$ cat src/rtl/rf_write_arbiter_if.sv
// ---------------------------------------------------------------------------
// rf_write_arbiter_if
//
// Request-side bus between the write requesters (ALU writeback, load return,
// I/O input, ...) and rf_write_arbiter. Each requester owns one bit of
// req_valid / req_ready and one slice of req_addr / req_data.
//
// Signals:
//   req_valid [NUM_REQ]             bit i: requester i has a write pending
//   req_addr  [NUM_REQ*ADDR_WIDTH]  requester i address at [i*ADDR_WIDTH +: ADDR_WIDTH]
//   req_data  [NUM_REQ*DATA_WIDTH]  requester i data at    [i*DATA_WIDTH +: DATA_WIDTH]
//   req_ready [NUM_REQ]             one-hot or zero; bit i: requester i transfers now
//
// Modports:
//   master  - the requester side (drives valid/addr/data, observes ready)
//   slave   - the arbiter side   (observes valid/addr/data, drives ready)
// ---------------------------------------------------------------------------
interface rf_write_arbiter_if #(
    parameter int NUM_REQ    = 3,
    parameter int DATA_WIDTH = 32,
    parameter int ADDR_WIDTH = 5
);
    logic [NUM_REQ-1:0]            req_valid;
    logic [NUM_REQ*ADDR_WIDTH-1:0] req_addr;
    logic [NUM_REQ*DATA_WIDTH-1:0] req_data;
    logic [NUM_REQ-1:0]            req_ready;

    modport master (
        output req_valid,
        output req_addr,
        output req_data,
        input  req_ready
    );

    modport slave (
        input  req_valid,
        input  req_addr,
        input  req_data,
        output req_ready
    );
endinterface

$ cat src/rtl/rf_write_arbiter.sv
// ---------------------------------------------------------------------------
// rf_write_arbiter
//
// Shares the register file's single write port among NUM_REQ requesters.
// One write is accepted per cycle through a valid/ready handshake; the
// winner is chosen round-robin starting at an internal pointer that moves
// just past the last requester served. The accepted write is registered
// and presented to the register bank on flagRF / addressWrite / data in the
// following cycle. Writes addressed to register 0 are acknowledged but never
// raise flagRF.
//
// Parameters:
//   NUM_REQ     number of requesters (2..8)
//   DATA_WIDTH  write data width
//   ADDR_WIDTH  register address width
//   CNT_WIDTH   width of the saturating collision counter
//
// Ports:
//   clock            rising-edge clock
//   reset            asynchronous, active-low reset
//   hold             1 = issue no grant this cycle (control-unit freeze)
//   req              request bus, slave side (valid/addr/data in, ready out)
//   flagRF           registered register-file write enable
//   addressWrite     registered register-file write address
//   data             registered register-file write data
//   grant_id         registered index of the last accepted requester
//   collision_count  saturating count of un-held cycles with >= 2 requests
// ---------------------------------------------------------------------------
module rf_write_arbiter #(
    parameter int NUM_REQ    = 3,
    parameter int DATA_WIDTH = 32,
    parameter int ADDR_WIDTH = 5,
    parameter int CNT_WIDTH  = 16
) (
    input  logic                  clock,
    input  logic                  reset,
    input  logic                  hold,
    rf_write_arbiter_if.slave     req,
    output logic                  flagRF,
    output logic [ADDR_WIDTH-1:0] addressWrite,
    output logic [DATA_WIDTH-1:0] data,
    output logic [2:0]            grant_id,
    output logic [CNT_WIDTH-1:0]  collision_count
);

    localparam int PTR_WIDTH = $clog2(NUM_REQ);

    typedef logic [PTR_WIDTH-1:0] ptr_t;

    if (NUM_REQ < 2 || NUM_REQ > 8) begin : g_bad_num_req
        $error("rf_write_arbiter: NUM_REQ must lie in 2..8");
    end

    // -----------------------------------------------------------------------
    // State
    // -----------------------------------------------------------------------
    ptr_t                  ptr_q,   ptr_d;
    logic                  flag_q,  flag_d;
    logic [ADDR_WIDTH-1:0] addr_q,  addr_d;
    logic [DATA_WIDTH-1:0] data_q,  data_d;
    logic [2:0]            gid_q,   gid_d;
    logic [CNT_WIDTH-1:0]  cnt_q,   cnt_d;

    // -----------------------------------------------------------------------
    // Grant path
    // -----------------------------------------------------------------------
    logic [2*NUM_REQ-1:0]  valid_dbl;
    logic [NUM_REQ-1:0]    valid_rot;
    ptr_t                  offset;
    logic [PTR_WIDTH:0]    grant_sum;
    ptr_t                  grant_idx;
    logic                  grant_any;
    logic [NUM_REQ-1:0]    ready;
    logic [ADDR_WIDTH-1:0] sel_addr;
    logic [DATA_WIDTH-1:0] sel_data;
    logic                  contended;

    always_comb begin
        // NOTE: every signal written here gets a default first, so no path
        // through the block leaves it unassigned and no latch is inferred.
        offset   = '0;
        ready    = '0;
        sel_addr = '0;
        sel_data = '0;

        // Rotate the request vector so bit 0 is the requester at ptr_q; the
        // lowest set bit of the rotated vector is then the round-robin winner.
        valid_dbl = {req.req_valid, req.req_valid};
        valid_rot = valid_dbl[ptr_q +: NUM_REQ];

        for (int k = NUM_REQ - 1; k >= 0; k--) begin
            if (valid_rot[k]) begin
                offset = ptr_t'(k);
            end
        end

        // Undo the rotation: (ptr + offset) mod NUM_REQ.
        grant_sum = {1'b0, ptr_q} + {1'b0, offset};
        if (grant_sum >= (PTR_WIDTH+1)'(NUM_REQ)) begin
            grant_sum = grant_sum - (PTR_WIDTH+1)'(NUM_REQ);
        end
        grant_idx = grant_sum[PTR_WIDTH-1:0];

        // reset is active-low: no requester may see ready while it is held.
        grant_any = reset && !hold && (|req.req_valid);

        for (int i = 0; i < NUM_REQ; i++) begin
            ready[i] = grant_any && (grant_idx == ptr_t'(i));
        end

        // ready is one-hot or zero, so at most one slice is selected.
        for (int i = 0; i < NUM_REQ; i++) begin
            if (ready[i]) begin
                sel_addr = req.req_addr[i*ADDR_WIDTH +: ADDR_WIDTH];
                sel_data = req.req_data[i*DATA_WIDTH +: DATA_WIDTH];
            end
        end
    end

    assign req.req_ready = ready;

    // -----------------------------------------------------------------------
    // Next-state logic
    // -----------------------------------------------------------------------
    always_comb begin
        ptr_d  = ptr_q;
        flag_d = 1'b0;
        addr_d = addr_q;
        data_d = data_q;
        gid_d  = gid_q;
        cnt_d  = cnt_q;

        if (grant_any) begin
            ptr_d  = (grant_idx == ptr_t'(NUM_REQ - 1)) ? '0 : grant_idx + 1'b1;
            // Register 0 is hard-wired: the write is acknowledged and the
            // pointer still moves, but the bank never sees an enable.
            flag_d = |sel_addr;
            addr_d = sel_addr;
            data_d = sel_data;
            gid_d  = 3'(grant_idx);
        end

        // A contended cycle is an un-held cycle with two or more requests.
        contended = !hold && ($countones(req.req_valid) > 1);
        if (contended && (cnt_q != '1)) begin
            cnt_d = cnt_q + 1'b1;
        end
    end

    // -----------------------------------------------------------------------
    // Registers
    // -----------------------------------------------------------------------
    // NOTE: sequential state uses non-blocking assignments so every flop
    // samples its _d value from before the edge, independent of block order.
    always_ff @(posedge clock or negedge reset) begin
        if (!reset) begin
            ptr_q  <= '0;
            flag_q <= 1'b0;
            addr_q <= '0;
            data_q <= '0;
            gid_q  <= '0;
            cnt_q  <= '0;
        end else begin
            ptr_q  <= ptr_d;
            flag_q <= flag_d;
            addr_q <= addr_d;
            data_q <= data_d;
            gid_q  <= gid_d;
            cnt_q  <= cnt_d;
        end
    end

    assign flagRF          = flag_q;
    assign addressWrite    = addr_q;
    assign data            = data_q;
    assign grant_id        = gid_q;
    assign collision_count = cnt_q;

endmodule

$ cat src/flat_wrapper.sv
// flat-port wrapper written by rule: the top's interface ports become plain ports
module rf_write_arbiter_flat 
#(
    parameter int NUM_REQ    = 3,
    parameter int DATA_WIDTH = 32,
    parameter int ADDR_WIDTH = 5,
    parameter int CNT_WIDTH  = 16
)
  (clock, reset, hold, flagRF, addressWrite, data, grant_id, collision_count, req_req_valid, req_req_addr, req_req_data, req_req_ready);
  rf_write_arbiter_if #(.NUM_REQ(NUM_REQ), .DATA_WIDTH(DATA_WIDTH), .ADDR_WIDTH(ADDR_WIDTH)) req_i ();
  input  logic clock;
  input  logic reset;
  input  logic hold;
  output logic flagRF;
  output logic [ADDR_WIDTH-1:0] addressWrite;
  output logic [DATA_WIDTH-1:0] data;
  output logic [2:0] grant_id;
  output logic [CNT_WIDTH-1:0] collision_count;
  input wire logic [$bits(req_i.req_valid)-1:0] req_req_valid;
  input wire logic [$bits(req_i.req_addr)-1:0] req_req_addr;
  input wire logic [$bits(req_i.req_data)-1:0] req_req_data;
  output wire logic [$bits(req_i.req_ready)-1:0] req_req_ready;
  assign req_i.req_valid = req_req_valid;
  assign req_i.req_addr = req_req_addr;
  assign req_i.req_data = req_req_data;
  assign req_req_ready = req_i.req_ready;
  rf_write_arbiter #(.NUM_REQ(NUM_REQ), .DATA_WIDTH(DATA_WIDTH), .ADDR_WIDTH(ADDR_WIDTH), .CNT_WIDTH(CNT_WIDTH)) u_core (.clock(clock), .reset(reset), .hold(hold), .req(req_i), .flagRF(flagRF), .addressWrite(addressWrite), .data(data), .grant_id(grant_id), .collision_count(collision_count));
endmodule
$ cat config.mk
export PLATFORM = sky130hd
export DESIGN_NAME = rf_write_arbiter_flat
export DESIGN_NICKNAME = d
export VERILOG_FILES = /design/src/rtl/rf_write_arbiter_if.sv /design/src/rtl/rf_write_arbiter.sv /design/src/flat_wrapper.sv
export SDC_FILE = /design/constraint.sdc
export NUM_CORES = 1
export LEC_CHECK = 0
export BUFFER_PORTS_ARGS = -buffer_cell sky130_fd_sc_hd__buf_2
export CAP_MARGIN = 10
export CELL_PAD_IN_SITES_DETAIL_PLACEMENT = 1
export CELL_PAD_IN_SITES_GLOBAL_PLACEMENT = 1
export CORE_ASPECT_RATIO = 1.1
export CORE_UTILIZATION = 37
export CTS_BUF_LIST = sky130_fd_sc_hd__clkbuf_2 sky130_fd_sc_hd__clkbuf_4 sky130_fd_sc_hd__clkbuf_8
export CTS_CLUSTER_SIZE = 8
export DETAILED_ROUTE_END_ITERATION = 6
export MAX_ROUTING_LAYER = met4
export PLACE_DENSITY_LB_ADDON = 0.1
export SKIP_CTS_REPAIR_TIMING = 1
export SLEW_MARGIN = 30
export SYNTH_ARGS = -nofsm -noshare
export SYNTH_HDL_FRONTEND = slang
export SYNTH_SLANG_ARGS = --single-unit
$ cat constraint.sdc
create_clock -name clock -period 5.58 [get_ports clock]
set_input_delay 0.837 -clock clock [delete_from_list [all_inputs] [get_ports clock]]
set_output_delay 0.837 -clock clock [all_outputs]
set_load 0.1 [all_outputs]
======== Word-level counts from Yosys, hierarchy flattened ========
Cells that the tools add are included.
word-level totals
  flip-flop bits (word level) ............. 58
  bits of input ports ..................... 117
  output and inout bits ................... 60
  word-level logic and storage cells ...... 41
cells by class
  add/subtract/negate cells ............... 6
  magnitude comparators ................... 2
  eq/ne operators ......................... 3
  shift operators ......................... 1
  multiplexer cells ....................... 12
  reduce and logical (&&, ||, !) cells .... 11
operator list
  operator                                                           count
  2-to-1 mux 32 bit                                                  3
  adder 32 x 1 -> 32 bit                                             1
  > comparator 32 x 2 -> 1 bit, second input constant                1
  adder 16 x 1 -> 16 bit, second input constant                      1
  != test 16 bit, second input constant                              1
  2-to-1 mux 5 bit                                                   3
  2-to-1 mux 2 bit                                                   5
  logical AND 1 bit                                                  7
  variable part select 6 x 3 -> 3 bit                                1
  OR reduction 5 bit                                                 1
  adder 2 x 2 -> 3 bit                                               1
  greater-or-equal comparator 3 x 2 -> 1 bit, second input constant  1
  OR reduction 3 bit                                                 1
  adder 1 x 1 -> 2 bit                                               1
  adder 2 x 1 -> 2 bit, second input constant                        1
  == test 2 x 1 -> 1 bit, second input constant                      1
  == test 2 bit, second input constant                               1
  zero test 2 bit                                                    1
  subtractor 2 bit, second input constant                            1
  zero test 1 bit                                                    1
  2-to-1 mux 1 bit                                                   1

======== Depth between registers and ports, before layout ========
Gate-level depths: netlist of run 1.
  depth after elaboration ................. 14
  mapped depth ............................ 17
  mapped depth without buffers ............ 14

======== Least setup slack after synthesis of run 1 ========
Ideal clock, no wire load.
  path type ............................... input to output
  start point ............................. input port req_req_valid[0]
  end point ............................... output port req_req_ready[2]
  arrival ................................. 5.048 ns
  data required time ...................... 4.743 ns
  slack ................................... -0.305 ns
  cell stages on the path ................. 15
  path buffers ............................ 3
  cells stage by stage .................... inv_1 nor4_1 a31oi_1 o21ai_0 ha_1 inv_1 fa_1 buf_6 inv_1 ha_1 nor3b_4 o21ai_1 buf_6 buf_6 nor3_1
on the way
  word-level cells in the longest chain between the ends .. 9
  elaborated cells between the ends (all ways) .. 12
  classes of those cells .................. add/sub (2); order compare (1); eq/ne (1); shift (1); mux (4); reduce/logical (3)
ends and longest elaborated chain
  element                                                                         RTL line                                         source
  from (decl)                                                                     flat_wrapper.sv:19                               input wire logic [$bits(req_i.req_valid)-1:0] req_req_valid;
  variable part select 6 x 3 -> 3 bit                                             rf_write_arbiter.sv:89                           valid_rot = valid_dbl[ptr_q +: NUM_REQ];
  2-to-1 mux 2 bit (3 in series)                                                  rf_write_arbiter.sv:92                           if (valid_rot[k]) begin
  adder 2 x 2 -> 3 bit                                                            rf_write_arbiter.sv:98                           grant_sum = {1'b0, ptr_q} + {1'b0, offset};
  greater-or-equal comparator 3 x 2 -> 1 bit or subtractor 2 bit (tied branches)  rf_write_arbiter.sv:99, rf_write_arbiter.sv:100
  2-to-1 mux 2 bit                                                                rf_write_arbiter.sv:99                           if (grant_sum >= (PTR_WIDTH+1)'(NUM_REQ)) begin
  == test 2 bit                                                                   rf_write_arbiter.sv:108                          ready[i] = grant_any && (grant_idx == ptr_t'(i));
  logical AND 1 bit (*)                                                           rf_write_arbiter.sv:108
  to (decl)                                                                       flat_wrapper.sv:22                               output wire logic [$bits(req_i.req_ready)-1:0] req_req_ready;
Every way passes the cells marked *; elsewhere a longest branch is shown, timed or not.

======== Worst setup path in the final report of run 1 ========
  start point ............................. input port req_req_valid[0]
  end point ............................... output port req_req_ready[0]
on the way
  word-level cells in the longest chain between the ends .. 9
  elaborated cells between the ends (all ways) .. 12
  classes of those cells .................. add/sub (2); order compare (1); shift (1); mux (4); reduce/logical (4)
ends and longest elaborated chain
  element                                                                         RTL line
  variable part select 6 x 3 -> 3 bit                                             rf_write_arbiter.sv:89
  2-to-1 mux 2 bit (3 in series)                                                  rf_write_arbiter.sv:92
  adder 2 x 2 -> 3 bit                                                            rf_write_arbiter.sv:98
  greater-or-equal comparator 3 x 2 -> 1 bit or subtractor 2 bit (tied branches)  rf_write_arbiter.sv:99, rf_write_arbiter.sv:100
  2-to-1 mux 2 bit                                                                rf_write_arbiter.sv:99
  zero test 2 bit                                                                 rf_write_arbiter.sv:108
  logical AND 1 bit (*)                                                           rf_write_arbiter.sv:108
Marked as above.

==> tab_implementation.tex, run 1 <==
\begin{tabular}{lr}
\hline
Metric & Value \\
\hline
\multicolumn{2}{l}{\textbf{Drt}} \\
Via count of the routed design & 3230 \\
Length of the first detailed-routing pass in iterations & 4 \\
Number of nets with antenna violations after routing & 0 \\
Initial drt markers & 37 \\
Routed via count divided by cell count & 5.19 \\
Average routed wire per standard cell & around 16 um \\
Count of unresolved DRC violations after routing & 0 \\
Post-detailed-routing wire length & 10.1 mm \\
\multicolumn{2}{l}{\textbf{Logic synthesis}} \\
Number of library cell types mapped by synthesis & 54 \\
Netlist area before placement & 3460 um\^{}2 \\
Yosys warning count & 0 \\
Most instantiated flip-flop cell in the synthesis netlist & sky130\_fd\_sc\_hd\_\_dfrtp\_1 \\
Post-synthesis net count & 458 \\
Proportion of register bits with asynchronous set or reset after synthesis & between 90\% and 100\% \\
Post-Syn Area per Cell & 10.3 um\^{}2 \\
Largest area contributor in the synthesized netlist & sky130\_fd\_sc\_hd\_\_dfrtp\_1 \\
Number of instances in the synthesized netlist & between 300 and 400 \\
Area share of the largest cell type after synthesis & 41.9\% \\
Count of flip-flops with a built-in enable after synthesis & 0 \\
Sequential area share after synthesis & a little over two fifths \\
Seq cells post-synth & 58 \\
Area contributors post-synth & sky130\_fd\_sc\_hd\_\_dfrtp\_1, sky130\_fd\_sc\_hd\_\_mux2i\_1, sky130\_fd\_sc\_hd\_\_o211ai\_1 \\
\multicolumn{2}{l}{\textbf{Global routing}} \\
Maximum number of pins on one net before global-route repair & 67 \\
Initial antenna violation count & 0 \\
First-pass GRT wire length & around 16 mm \\
Global routing usage summed across all routing layers & between 20\% and 30\% \\
Total congestion overflow & 0 \\
Number of global-route vias before repair & between 3000 and 4000 \\
\multicolumn{2}{l}{\textbf{STA}} \\
Setup violations, final & 0 \\
Final hold vios & 0 \\
Layout Skew & between 0.005 and 0.006 ns \\
Worst-Margin Slew & 0.756 ns \\
Final worst path period need & around 4.7 ns \\
Number of slew-limit violations in the final report & 0 \\
Headroom to the max-slew limit & slightly below 50\% \\
RSZ-0062 raised after global routing & false \\
Final period util & a little over four fifths \\
Max Clock Freq & between 0.2 and 0.25 GHz \\
Setup TNS after final layout & 0 ns \\
\multicolumn{2}{l}{\textbf{Finish}} \\
Area growth syn-to-layout & 33.3\% \\
Post-Layout Inst Area & 4620 um\^{}2 \\
Number of nets at the end of the flow & approximately 630 \\
Diodes inserted & 0 \\
Share of the core filled with cells & 51.5\% \\
Ratio of cells with drive above 1 in the final layout & 41.9\% \\
\multicolumn{2}{l}{\textbf{Die}} \\
Number of top-level pins & 177 \\
Row Count & 36 \\
Die Y & approximately 100 um \\
Core ar. & around 9000 um\^{}2 \\
Area of the die & between 9000 and 10000 um\^{}2 \\
Horizontal die dimension & between 90 and 100 um \\
Starting utilization of the core area & just under 40\% \\
\multicolumn{2}{l}{\textbf{Clock tree}} \\
Worst-skew pair later-pin latency & approximately 0.34 ns \\
Total CTS buffers & 9 \\
Max Buffers Root-to-Sink & 2 \\
Number of levels the H-tree was split into & 3 \\
Clock-pin slew on the worst setup and hold paths & around 0.060 ns \\
Clock tree from TritonCTS & done \\
Clk root buf & sky130\_fd\_sc\_hd\_\_clkbuf\_8 \\
Clock sink count & between 50 and 60 \\
\multicolumn{2}{l}{\textbf{Min path}} \\
Startpoint of the most critical hold path & u\_core.grant\_id[1]\$\_DFFE\_PN0P\_ \\
Hold crit path type & reg2reg \\
Number of instances on the worst hold path & 2 \\
Worst hold path endpoint & u\_core.grant\_id[1]\$\_DFFE\_PN0P\_ \\
\multicolumn{2}{l}{\textbf{Worst setup path}} \\
Arrival time at the worst endpoint & 3.86 ns \\
Sort of element at the start of the critical path & input pin \\
Capturing element type of the critical path & output port \\
Reg-to-reg startpoint & u\_core.ptr\_q[1]\$\_DFFE\_PN0P\_ \\
Reg2reg end & u\_core.flagRF\$\_DFF\_PN0\_ \\
Worst reg-to-reg setup slack & roughly 1.8 ns \\
Start-to-end type of the worst setup path & in2out \\
Crit-path max FO & 7 \\
Number of cells on the worst reg-to-reg path & 15 \\
Required arrival time at the worst endpoint & 4.74 ns \\
\multicolumn{2}{l}{\textbf{Placed design}} \\
Post-Place Cell Area & roughly 4400 um\^{}2 \\
Weighted congestion at the end of routability-driven global placement & about 0.80 \\
Number of buffers inserted by port buffering & between 150 and 200 \\
Half-perimeter wire length after placement & approximately 7.6 mm \\
\multicolumn{2}{l}{\textbf{Status}} \\
Status & complete, no violations \\
\multicolumn{2}{l}{\textbf{Run}} \\
Max Cap Violations & 0 \\
\hline
\end{tabular}
## cell usage after synthesis (3+ instances only)
cell type	count
sky130_fd_sc_hd__dfrtp_1	58
sky130_fd_sc_hd__nand2_1	48
sky130_fd_sc_hd__mux2i_1	33
sky130_fd_sc_hd__o211ai_1	32
sky130_fd_sc_hd__o21a_1	32
sky130_fd_sc_hd__nor2_1	11
sky130_fd_sc_hd__buf_2	9
sky130_fd_sc_hd__xnor2_1	9
sky130_fd_sc_hd__buf_6	7
sky130_fd_sc_hd__and3_1	5
sky130_fd_sc_hd__clkbuf_1	5
sky130_fd_sc_hd__ha_1	5
sky130_fd_sc_hd__inv_1	5
sky130_fd_sc_hd__nand3_1	5
sky130_fd_sc_hd__nand4_1	5
sky130_fd_sc_hd__o21ai_0	5
sky130_fd_sc_hd__o21ai_1	5
sky130_fd_sc_hd__xor2_1	5
sky130_fd_sc_hd__a32o_1	4
sky130_fd_sc_hd__and2_1	3
sky130_fd_sc_hd__nor3b_1	3
## final cells by class
type	instances	area, um^2
clock buffer	10	138
clock inverter	6	80.1
fill	1078	4350
inverter	5	18.8
multi-input combinational	249	1860
sequential	58	1450
tap	114	143
timing repair buffer	180	928
## through the flow
stage,std cells,hold WS [ns],setup WS (ns)
after floorplan,335,0.513,0.555
after global placement,606,0.462,1.04
after detailed placement,606,0.472,0.855
after CTS,622,0.486,0.852
after global routing,622,0.495,0.595
final,622,0.478,0.884
## cell families after synthesis
kind of cell    synth area share (%)
simple gates                    14.9
xor+xnor                        3.54
buf+inv                         5.09
fa+ha+maj                       2.38
other cells                    0.108
compound gates                  20.4
flops                           41.9
mux                             11.7
## flip-flops by register name, indices dropped and copies added, names as in the netlist
name,count
u_core.addressWrite,5
u_core.collision_count,16
u_core.data,32
u_core.flagRF,1
u_core.grant_id,2
u_core.ptr_q,2
## worst max-delay path, cell delays in order
cell and delay [ns]:
sky130_fd_sc_hd__buf_2 0.10, sky130_fd_sc_hd__inv_1 0.07, sky130_fd_sc_hd__nor4_1 0.32, sky130_fd_sc_hd__a31oi_1 0.07
sky130_fd_sc_hd__o21ai_0 0.09, sky130_fd_sc_hd__ha_1 0.17, sky130_fd_sc_hd__inv_1 0.05, sky130_fd_sc_hd__fa_1 0.70
sky130_fd_sc_hd__inv_1 0.09, sky130_fd_sc_hd__ha_1 0.26, sky130_fd_sc_hd__nor2b_2 0.24, sky130_fd_sc_hd__o21ai_2 0.10
sky130_fd_sc_hd__nor2_1 0.14, sky130_fd_sc_hd__and2_1 0.19, sky130_fd_sc_hd__buf_2 0.43
## metal layers
layer | share of wire, % | GRT usage, %
met3 | 6.7 | 4.75
met5 | 0 | -
met4 | 2.1 | 8.88
met2 | 51 | 36.6
met1 | 41 | 25.8
## worst max path at each step
| stage | start | to | slack, ns | cells past startpoint |
|---|---|---|---|---|
| after floorplan | req_req_valid[0] | req_req_ready[2] | 0.56 | 15 |
| after global placement | req_req_valid[0] | req_req_ready[0] | 1.04 | 15 |
| after detailed placement | req_req_valid[0] | req_req_ready[0] | 0.85 | 15 |
| after CTS | req_req_valid[0] | req_req_ready[0] | 0.85 | 15 |
| after global routing | req_req_valid[0] | req_req_ready[0] | 0.59 | 15 |
| final | req_req_valid[0] | req_req_ready[0] | 0.88 | 15 |
## layout by cell type (no fill, tap or decap), drive strengths merged, types with 2 or more instances in the layout
cell type	Yosys	final
buf	18	180
dfrtp	58	58
nand2	48	48
mux2i	33	33
o211ai	32	32
o21a	32	32
nor2	11	11
clkbuf	5	10
o21ai	10	10
xnor2	9	9
nand3	6	6
mux2	6	6
inv	5	5
xor2	5	5
and3	5	5
nand4	5	5
ha	5	5
a32o	4	4
clkinv	0	4
nor3b	4	4
and2	3	3
a221oi	3	3
and4	2	2
a21o	2	2
bufinv	0	2
nor2b	2	2
nand3b	2	2
nor3	2	2
and2b	2	2
Power of run 1 is left out: the tool's default activity adds up to more than one toggle a clock period on the data nets, which glitch-free logic cannot reach.
==> run 2, diff against run 1 <==
--- a/config.mk
+++ b/config.mk
@@ -10,7 +10,7 @@
 export CELL_PAD_IN_SITES_DETAIL_PLACEMENT = 1
 export CELL_PAD_IN_SITES_GLOBAL_PLACEMENT = 1
 export CORE_ASPECT_RATIO = 1.1
-export CORE_UTILIZATION = 37
+export CORE_UTILIZATION = 31
 export CTS_BUF_LIST = sky130_fd_sc_hd__clkbuf_2 sky130_fd_sc_hd__clkbuf_4 sky130_fd_sc_hd__clkbuf_8
 export CTS_CLUSTER_SIZE = 8
 export DETAILED_ROUTE_END_ITERATION = 6
==> constraint.sdc (replaced) <==
create_clock -name clock -period 3.95 [get_ports clock]
set_input_delay 0.5925 -clock clock [delete_from_list [all_inputs] [get_ports clock]]
set_output_delay 0.5925 -clock clock [all_outputs]
set_load 0.1 [all_outputs]
==> run 2 against run 1 <==
  * Clock-buffer cell count increased by 1
  * Sequential cell count is the same
  * Die area increased by 19%
  * Wire length increased by 1.2%
  * Register-to-register slack lost 1.2 ns
  * Via count is 1.0% lower
  * Largest cell class unchanged
==> tab_implementation.tex, run 2 (synthesis results as in run 1) <==
\begin{tabular}{lr}
\hline
Metric & Value \\
\hline
\multicolumn{2}{l}{\textbf{Drt}} \\
Initial drt markers & between 80 and 90 \\
Post-detailed-routing wire length & 10.2 mm \\
Count of unresolved DRC violations after routing & 0 \\
Length of the first detailed-routing pass in iterations & 5 \\
Number of nets with antenna violations after routing & 0 \\
Average routed wire per standard cell & between 15 and 20 um \\
Via count of the routed design & approximately 3200 \\
Routed via count divided by cell count & 4.84 \\
\multicolumn{2}{l}{\textbf{Status}} \\
Status & complete, no violations \\
\multicolumn{2}{l}{\textbf{Worst setup path}} \\
Setup crit start & u\_core.ptr\_q[0]\$\_DFFE\_PN0P\_ \\
Number of cells on the worst reg-to-reg path & 14 \\
Required arrival time at the worst endpoint & $\sim$3.4 ns \\
Reg2reg end & u\_core.flagRF\$\_DFF\_PN0\_ \\
Capturing element type of the critical path & output port \\
Sort of element at the start of the critical path & register \\
Start-to-end type of the worst setup path & reg2out \\
Reg-to-reg startpoint & u\_core.ptr\_q[0]\$\_DFFE\_PN0P\_ \\
Crit-path max FO & 6 \\
Ordered list of cells on the worst path & xor2\_1, nor3b\_1, o21ai\_0, o41a\_1, fa\_1, inv\_2, ha\_4, nand4b\_1, o21ai\_2, nor2\_1, and2\_2, buf\_12 \\
Arrival time at the worst endpoint & 3.13 ns \\
Total buffers and inverters traversed by the critical path & 2 \\
Slowest CP cell & sky130\_fd\_sc\_hd\_\_fa\_1 \\
Longest individual stage delay on the worst path & between 0.5 and 0.6 ns \\
Cell family with the largest share of critical-path delay & simple AND/OR/NAND/NOR gates \\
Worst reg-to-reg setup slack & 0.54 ns \\
\multicolumn{2}{l}{\textbf{Finish}} \\
Share of the core filled with cells & a little over two fifths \\
Most common cell after layout, fill and taps aside & sky130\_fd\_sc\_hd\_\_buf\_2 \\
Most frequent cells in the layout & sky130\_fd\_sc\_hd\_\_buf\_2, sky130\_fd\_sc\_hd\_\_dfrtp\_1, sky130\_fd\_sc\_hd\_\_nand2\_1 \\
Post-Layout Inst Area & approximately 4800 um\^{}2 \\
Area used by sequential logic in the layout & between 1000 and 1500 um\^{}2 \\
Flip-flop count of the largest register, all copies and words added & 32 \\
Total area of multi-input combinational cells & about 1900 um\^{}2 \\
Fillers & 1300 \\
Number of nets at the end of the flow & 630 \\
Area growth syn-to-layout & 37.2\% \\
Ratio of cells with drive above 1 in the final layout & between 40 and 50\% \\
\multicolumn{2}{l}{\textbf{Run}} \\
Max Cap Violations & 0 \\
\multicolumn{2}{l}{\textbf{STA}} \\
Number of slew-limit violations in the final report & 0 \\
RSZ-0062 raised after global routing & false \\
Final period util & between 90\% and 100\% \\
Fin Hold WS & around 0.47 ns \\
Final worst path period need & about 3.7 ns \\
Headroom to the max-slew limit & 49.1\% \\
Setup violations, final & 0 \\
Layout Skew & roughly 0.009 ns \\
Final hold vios & 0 \\
Max Clock Freq & between 0.2 and 0.3 GHz \\
Worst-Margin Slew & roughly 0.76 ns \\
\multicolumn{2}{l}{\textbf{Global routing}} \\
Number of global-route vias before repair & about 3200 \\
Initial antenna violation count & 1 \\
Total congestion overflow & 0 \\
Global routing usage summed across all routing layers & 18.6\% \\
Maximum number of pins on one net before global-route repair & 67 \\
First-pass GRT wire length & approximately 16 mm \\
\multicolumn{2}{l}{\textbf{Clock tree}} \\
Worst-skew pair later-pin latency & approximately 0.34 ns \\
Clock-pin slew on the worst setup and hold paths & $\sim$0.07 ns \\
Clk root buf & sky130\_fd\_sc\_hd\_\_clkbuf\_8 \\
Total CTS buffers & 9 \\
Clock sink count & 58 \\
Max Buffers Root-to-Sink & 2 \\
Clock tree from TritonCTS & done \\
Number of levels the H-tree was split into & 3 \\
\multicolumn{2}{l}{\textbf{Min path}} \\
Hold crit path type & in2async \\
\multicolumn{2}{l}{\textbf{Placed design}} \\
Post-Place Cell Area & roughly 4500 um\^{}2 \\
Half-perimeter wire length after placement & 7.67 mm \\
Number of buffers inserted by port buffering & roughly 180 \\
Weighted congestion at the end of routability-driven global placement & 0.789 \\
\multicolumn{2}{l}{\textbf{Die}} \\
Starting utilization of the core area & a little under a third \\
Area of the die & 11600 um\^{}2 \\
Die Y & approximately 110 um \\
Row Count & 40 \\
Horizontal die dimension & roughly 100 um \\
Number of top-level pins & approximately 180 \\
Core ar. & between 10000 and 15000 um\^{}2 \\
\hline
\end{tabular}
==> run 2: area by class of cell <==
class / count / share of cell area [%]
multi-input cells: 249 / 39.7
diodes: 1 / 0.0527
well taps: 147 / 3.87
inverters: 5 / 0.395
clock inverters: 5 / 1.66
clock buffers: 11 / 2.92
repair buffers: 184 / 20.8
flip-flops and latches: 58 / 30.6
==> run 2: how the worst max path moves through the flow <==
stage | to | slack (ns) | depth (start not counted)
final | req_req_ready[0] | 0.23 | 12
after CTS | req_req_ready[1] | -0.13 | 10
after global placement | req_req_ready[1] | 0.12 | 12
after detailed placement | req_req_ready[1] | 0.02 | 12
after floorplan | req_req_ready[2] | -0.05 | 14
after global routing | req_req_ready[0] | 0.02 | 12
==> run 2: stage by stage <==
| stage | TNS, ns | setup slack [ns] | instances |
|---|---|---|---|
| floorplan | -0.0522 | -0.0522 | 335 |
| global placement | 0 | 0.117 | 641 |
| detailed placement | 0 | 0.0227 | 641 |
| CTS | -0.134 | -0.134 | 657 |
| global route | 0 | 0.0222 | 660 |
| finish | 0 | 0.231 | 660 |
==> run 2: metal layers <==
metal  part of all wire (%)  global-route usage (%)  up-vias
li1                       -                       -     1565
met1                     43                    21.0     1532
met2                     51                    32.4       96
met3                    6.2                    5.00        4
met4                   0.46                    4.51        0
met5                      0                       -        -
Power of run 2 is left out for the same reason.
==> run 3, diff against run 2 <==
--- a/config.mk
+++ b/config.mk
@@ -10,8 +10,8 @@
 export CELL_PAD_IN_SITES_DETAIL_PLACEMENT = 1
 export CELL_PAD_IN_SITES_GLOBAL_PLACEMENT = 1
 export CORE_ASPECT_RATIO = 1.1
-export CORE_UTILIZATION = 31
-export CTS_BUF_LIST = sky130_fd_sc_hd__clkbuf_2 sky130_fd_sc_hd__clkbuf_4 sky130_fd_sc_hd__clkbuf_8
+export CORE_UTILIZATION = 30
+export CTS_BUF_LIST = sky130_fd_sc_hd__clkbuf_16
 export CTS_CLUSTER_SIZE = 8
 export DETAILED_ROUTE_END_ITERATION = 6
 export MAX_ROUTING_LAYER = met4
==> run 3 against run 2 <==
  * Clock skew is essentially flat
  * Cell count shrank 0.15%
  * Sequential share of layout area shrank 0.32 points
  * Final area grew 0.97%
  * Maximum frequency shrank 1.3%
  * Critical path depth grew 2
  * First-iteration DRC count grew 2.4%
  * Non-clock buffer count grew 1
  * Worst setup slack lost 0.051 ns
  * Via count grew 1.9%
==> tab_implementation.tex, run 3 (synthesis results as in run 1) <==
\begin{tabular}{lr}
\hline
Metric & Value \\
\hline
\multicolumn{2}{l}{\textbf{Finish}} \\
Area growth syn-to-layout & 38.5\% \\
Number of nets at the end of the flow & roughly 630 \\
Diodes inserted & 0 \\
Ratio of cells with drive above 1 in the final layout & between 40\% and 50\% \\
Total area of multi-input combinational cells & 1890 um\^{}2 \\
Fillers & roughly 1300 \\
Most frequent cells in the layout & sky130\_fd\_sc\_hd\_\_buf\_2, sky130\_fd\_sc\_hd\_\_dfrtp\_1, sky130\_fd\_sc\_hd\_\_nand2\_1 \\
Area used by sequential logic in the layout & 1450 um\^{}2 \\
Flip-flop count of the largest register, all copies and words added & 32 \\
Most common cell after layout, fill and taps aside & sky130\_fd\_sc\_hd\_\_buf\_2 \\
\multicolumn{2}{l}{\textbf{Die}} \\
Horizontal die dimension & between 100 and 150 um \\
Row Count & 40 \\
Number of top-level pins & $\sim$180 \\
Die Y & 115 um \\
Core ar. & 11100 um\^{}2 \\
Starting utilization of the core area & between 30\% and 40\% \\
Area of the die & around 12000 um\^{}2 \\
\multicolumn{2}{l}{\textbf{Worst setup path}} \\
Crit-path max FO & 9 \\
Required arrival time at the worst endpoint & 3.36 ns \\
Start-to-end type of the worst setup path & reg2out \\
Capturing element type of the critical path & output port \\
Sort of element at the start of the critical path & register \\
Cell repeated most along the worst path & sky130\_fd\_sc\_hd\_\_inv\_1 \\
Ordered list of cells on the worst path & inv\_1, nor4\_2, a31oi\_1, o21ai\_1, ha\_2, inv\_1, fa\_1, inv\_2, ha\_4, nor2b\_2, o21ai\_2, buf\_4, nor3\_4, buf\_12 \\
Longest individual stage delay on the worst path & approximately 0.51 ns \\
Slowest CP cell & sky130\_fd\_sc\_hd\_\_fa\_1 \\
Arrival time at the worst endpoint & between 3 and 4 ns \\
\multicolumn{2}{l}{\textbf{STA}} \\
Max Clock Freq & between 0.2 and 0.3 GHz \\
Setup violations, final & 0 \\
Final period util & between 90\% and 100\% \\
Final hold vios & 0 \\
Layout Skew & 0.00842 ns \\
Worst-Margin Slew & 0.779 ns \\
Fin Hold WS & between 0.4 and 0.5 ns \\
RSZ-0062 raised after global routing & false \\
Number of slew-limit violations in the final report & 0 \\
Setup TNS after final layout & 0 ns \\
Final worst path period need & roughly 3.8 ns \\
Final worst slack & roughly 0.18 ns \\
Headroom to the max-slew limit & just under 50\% \\
\multicolumn{2}{l}{\textbf{Drt}} \\
Post-Route M1 WL & around 4.4 mm \\
Top routing layer used & met4 \\
Via count of the routed design & $\sim$3300 \\
Amount of wire on met2 after detailed routing & $\sim$5.3 mm \\
Post-detailed-routing wire length & 10.5 mm \\
Met3 layer wire length in the routed design & roughly 650 um \\
Length of the first detailed-routing pass in iterations & 4 \\
Average routed wire per standard cell & 15.9 um \\
Initial drt markers & 85 \\
Routed via count divided by cell count & 4.94 \\
Number of nets with antenna violations after routing & 0 \\
Count of unresolved DRC violations after routing & 0 \\
\multicolumn{2}{l}{\textbf{Placed design}} \\
Worst-case setup slack after placement & about 0.047 ns \\
Half-perimeter wire length after placement & roughly 8 mm \\
Weighted congestion at the end of routability-driven global placement & 0.745 \\
Number of buffers inserted by port buffering & between 150 and 200 \\
\multicolumn{2}{l}{\textbf{Clock tree}} \\
Max Buffers Root-to-Sink & 2 \\
Worst-skew pair later-pin latency & 0.32 ns \\
Clock-pin slew on the worst setup and hold paths & approximately 0.05 ns \\
Total CTS buffers & 9 \\
Clock tree from TritonCTS & done \\
Clock sink count & 58 \\
Clk root buf & sky130\_fd\_sc\_hd\_\_clkbuf\_16 \\
Number of levels the H-tree was split into & 3 \\
\multicolumn{2}{l}{\textbf{Run}} \\
Max Cap Violations & 0 \\
\multicolumn{2}{l}{\textbf{Global routing}} \\
Initial antenna violation count & 0 \\
Global routing usage summed across all routing layers & 18.6\% \\
First-pass GRT wire length & 16.9 mm \\
Total congestion overflow & 0 \\
Maximum number of pins on one net before global-route repair & 67 \\
Number of global-route vias before repair & between 3000 and 4000 \\
\multicolumn{2}{l}{\textbf{Min path}} \\
Hold crit path type & in2async \\
\multicolumn{2}{l}{\textbf{Status}} \\
Status & complete, no violations \\
\hline
\end{tabular}
run 3: changes by cell type in the layout (fill, tap and decap cells not counted), moves of 2 or more:
cell,change
sky130_fd_sc_hd__clkbuf_16,+9
sky130_fd_sc_hd__clkbuf_8,-9
sky130_fd_sc_hd__bufinv_16,-2
sky130_fd_sc_hd__clkbuf_4,-2
sky130_fd_sc_hd__clkinv_1,+2
sky130_fd_sc_hd__inv_1,+2
run 3: metrics by stage:
step                area, um^2  instances  util, %
global route              4800        659     43.4
global placement          4520        642     40.9
CTS                       4770        657     43.2
floorplan                 3500        335        -
finish                    4800        659     43.4
detailed placement        4520        642     40.9
run 3: cell type report:
| class | instances | share of cell area, % |
|---|---|---|
| clock buffer | 9 | 4.69 |
| clock inverter | 6 | 0.574 |
| timing repair buffer | 185 | 20.8 |
| tap | 147 | 3.83 |
| inverter | 5 | 0.391 |
| sequential | 58 | 30.3 |
| multi-input combinational | 249 | 39.5 |
run 3: path summary, 6_finish.rpt:
kind | startpoint | to | cells past startpoint | slack [ns]
min in group clock | u_core.addressWrite[1]$_DFFE_PN0P_ | u_core.addressWrite[1]$_DFFE_PN0P_ | 2 | 0.48
min reg2reg | u_core.addressWrite[1]$_DFFE_PN0P_ | u_core.addressWrite[1]$_DFFE_PN0P_ | 2 | 0.48
max | u_core.ptr_q[1]$_DFFE_PN0P_ | req_req_ready[2] | 14 | 0.18
min | reset | u_core.collision_count[4]$_DFFE_PN0P_ | 2 | 0.46
max reg2reg | u_core.ptr_q[1]$_DFFE_PN0P_ | u_core.data[31]$_DFFE_PN0P_ | 15 | 0.45
max in group asynchronous | reset | u_core.ptr_q[0]$_DFFE_PN0P_ | 2 | 2.92
run 3: worst max-delay path: cells and delay by family (launching register included):
family | cells | cell delay [ns]
adders and majority gates | 3 | 0.85
and+or+nand+nor | 3 | 0.67
buffers and inverters | 5 | 0.62
DFF | 1 | 0.43
AOI/OAI and AO/OA | 3 | 0.25
run 3: layer usage:
layer / vias to the layer above / global-route usage (%)
li1: 1568 / -
met1: 1572 / 21.9
met2: 108 / 31.7
met3: 10 / 4.38
met4: 0 / 5.71
met5: - / -
Power of run 3 is left out for the same reason.
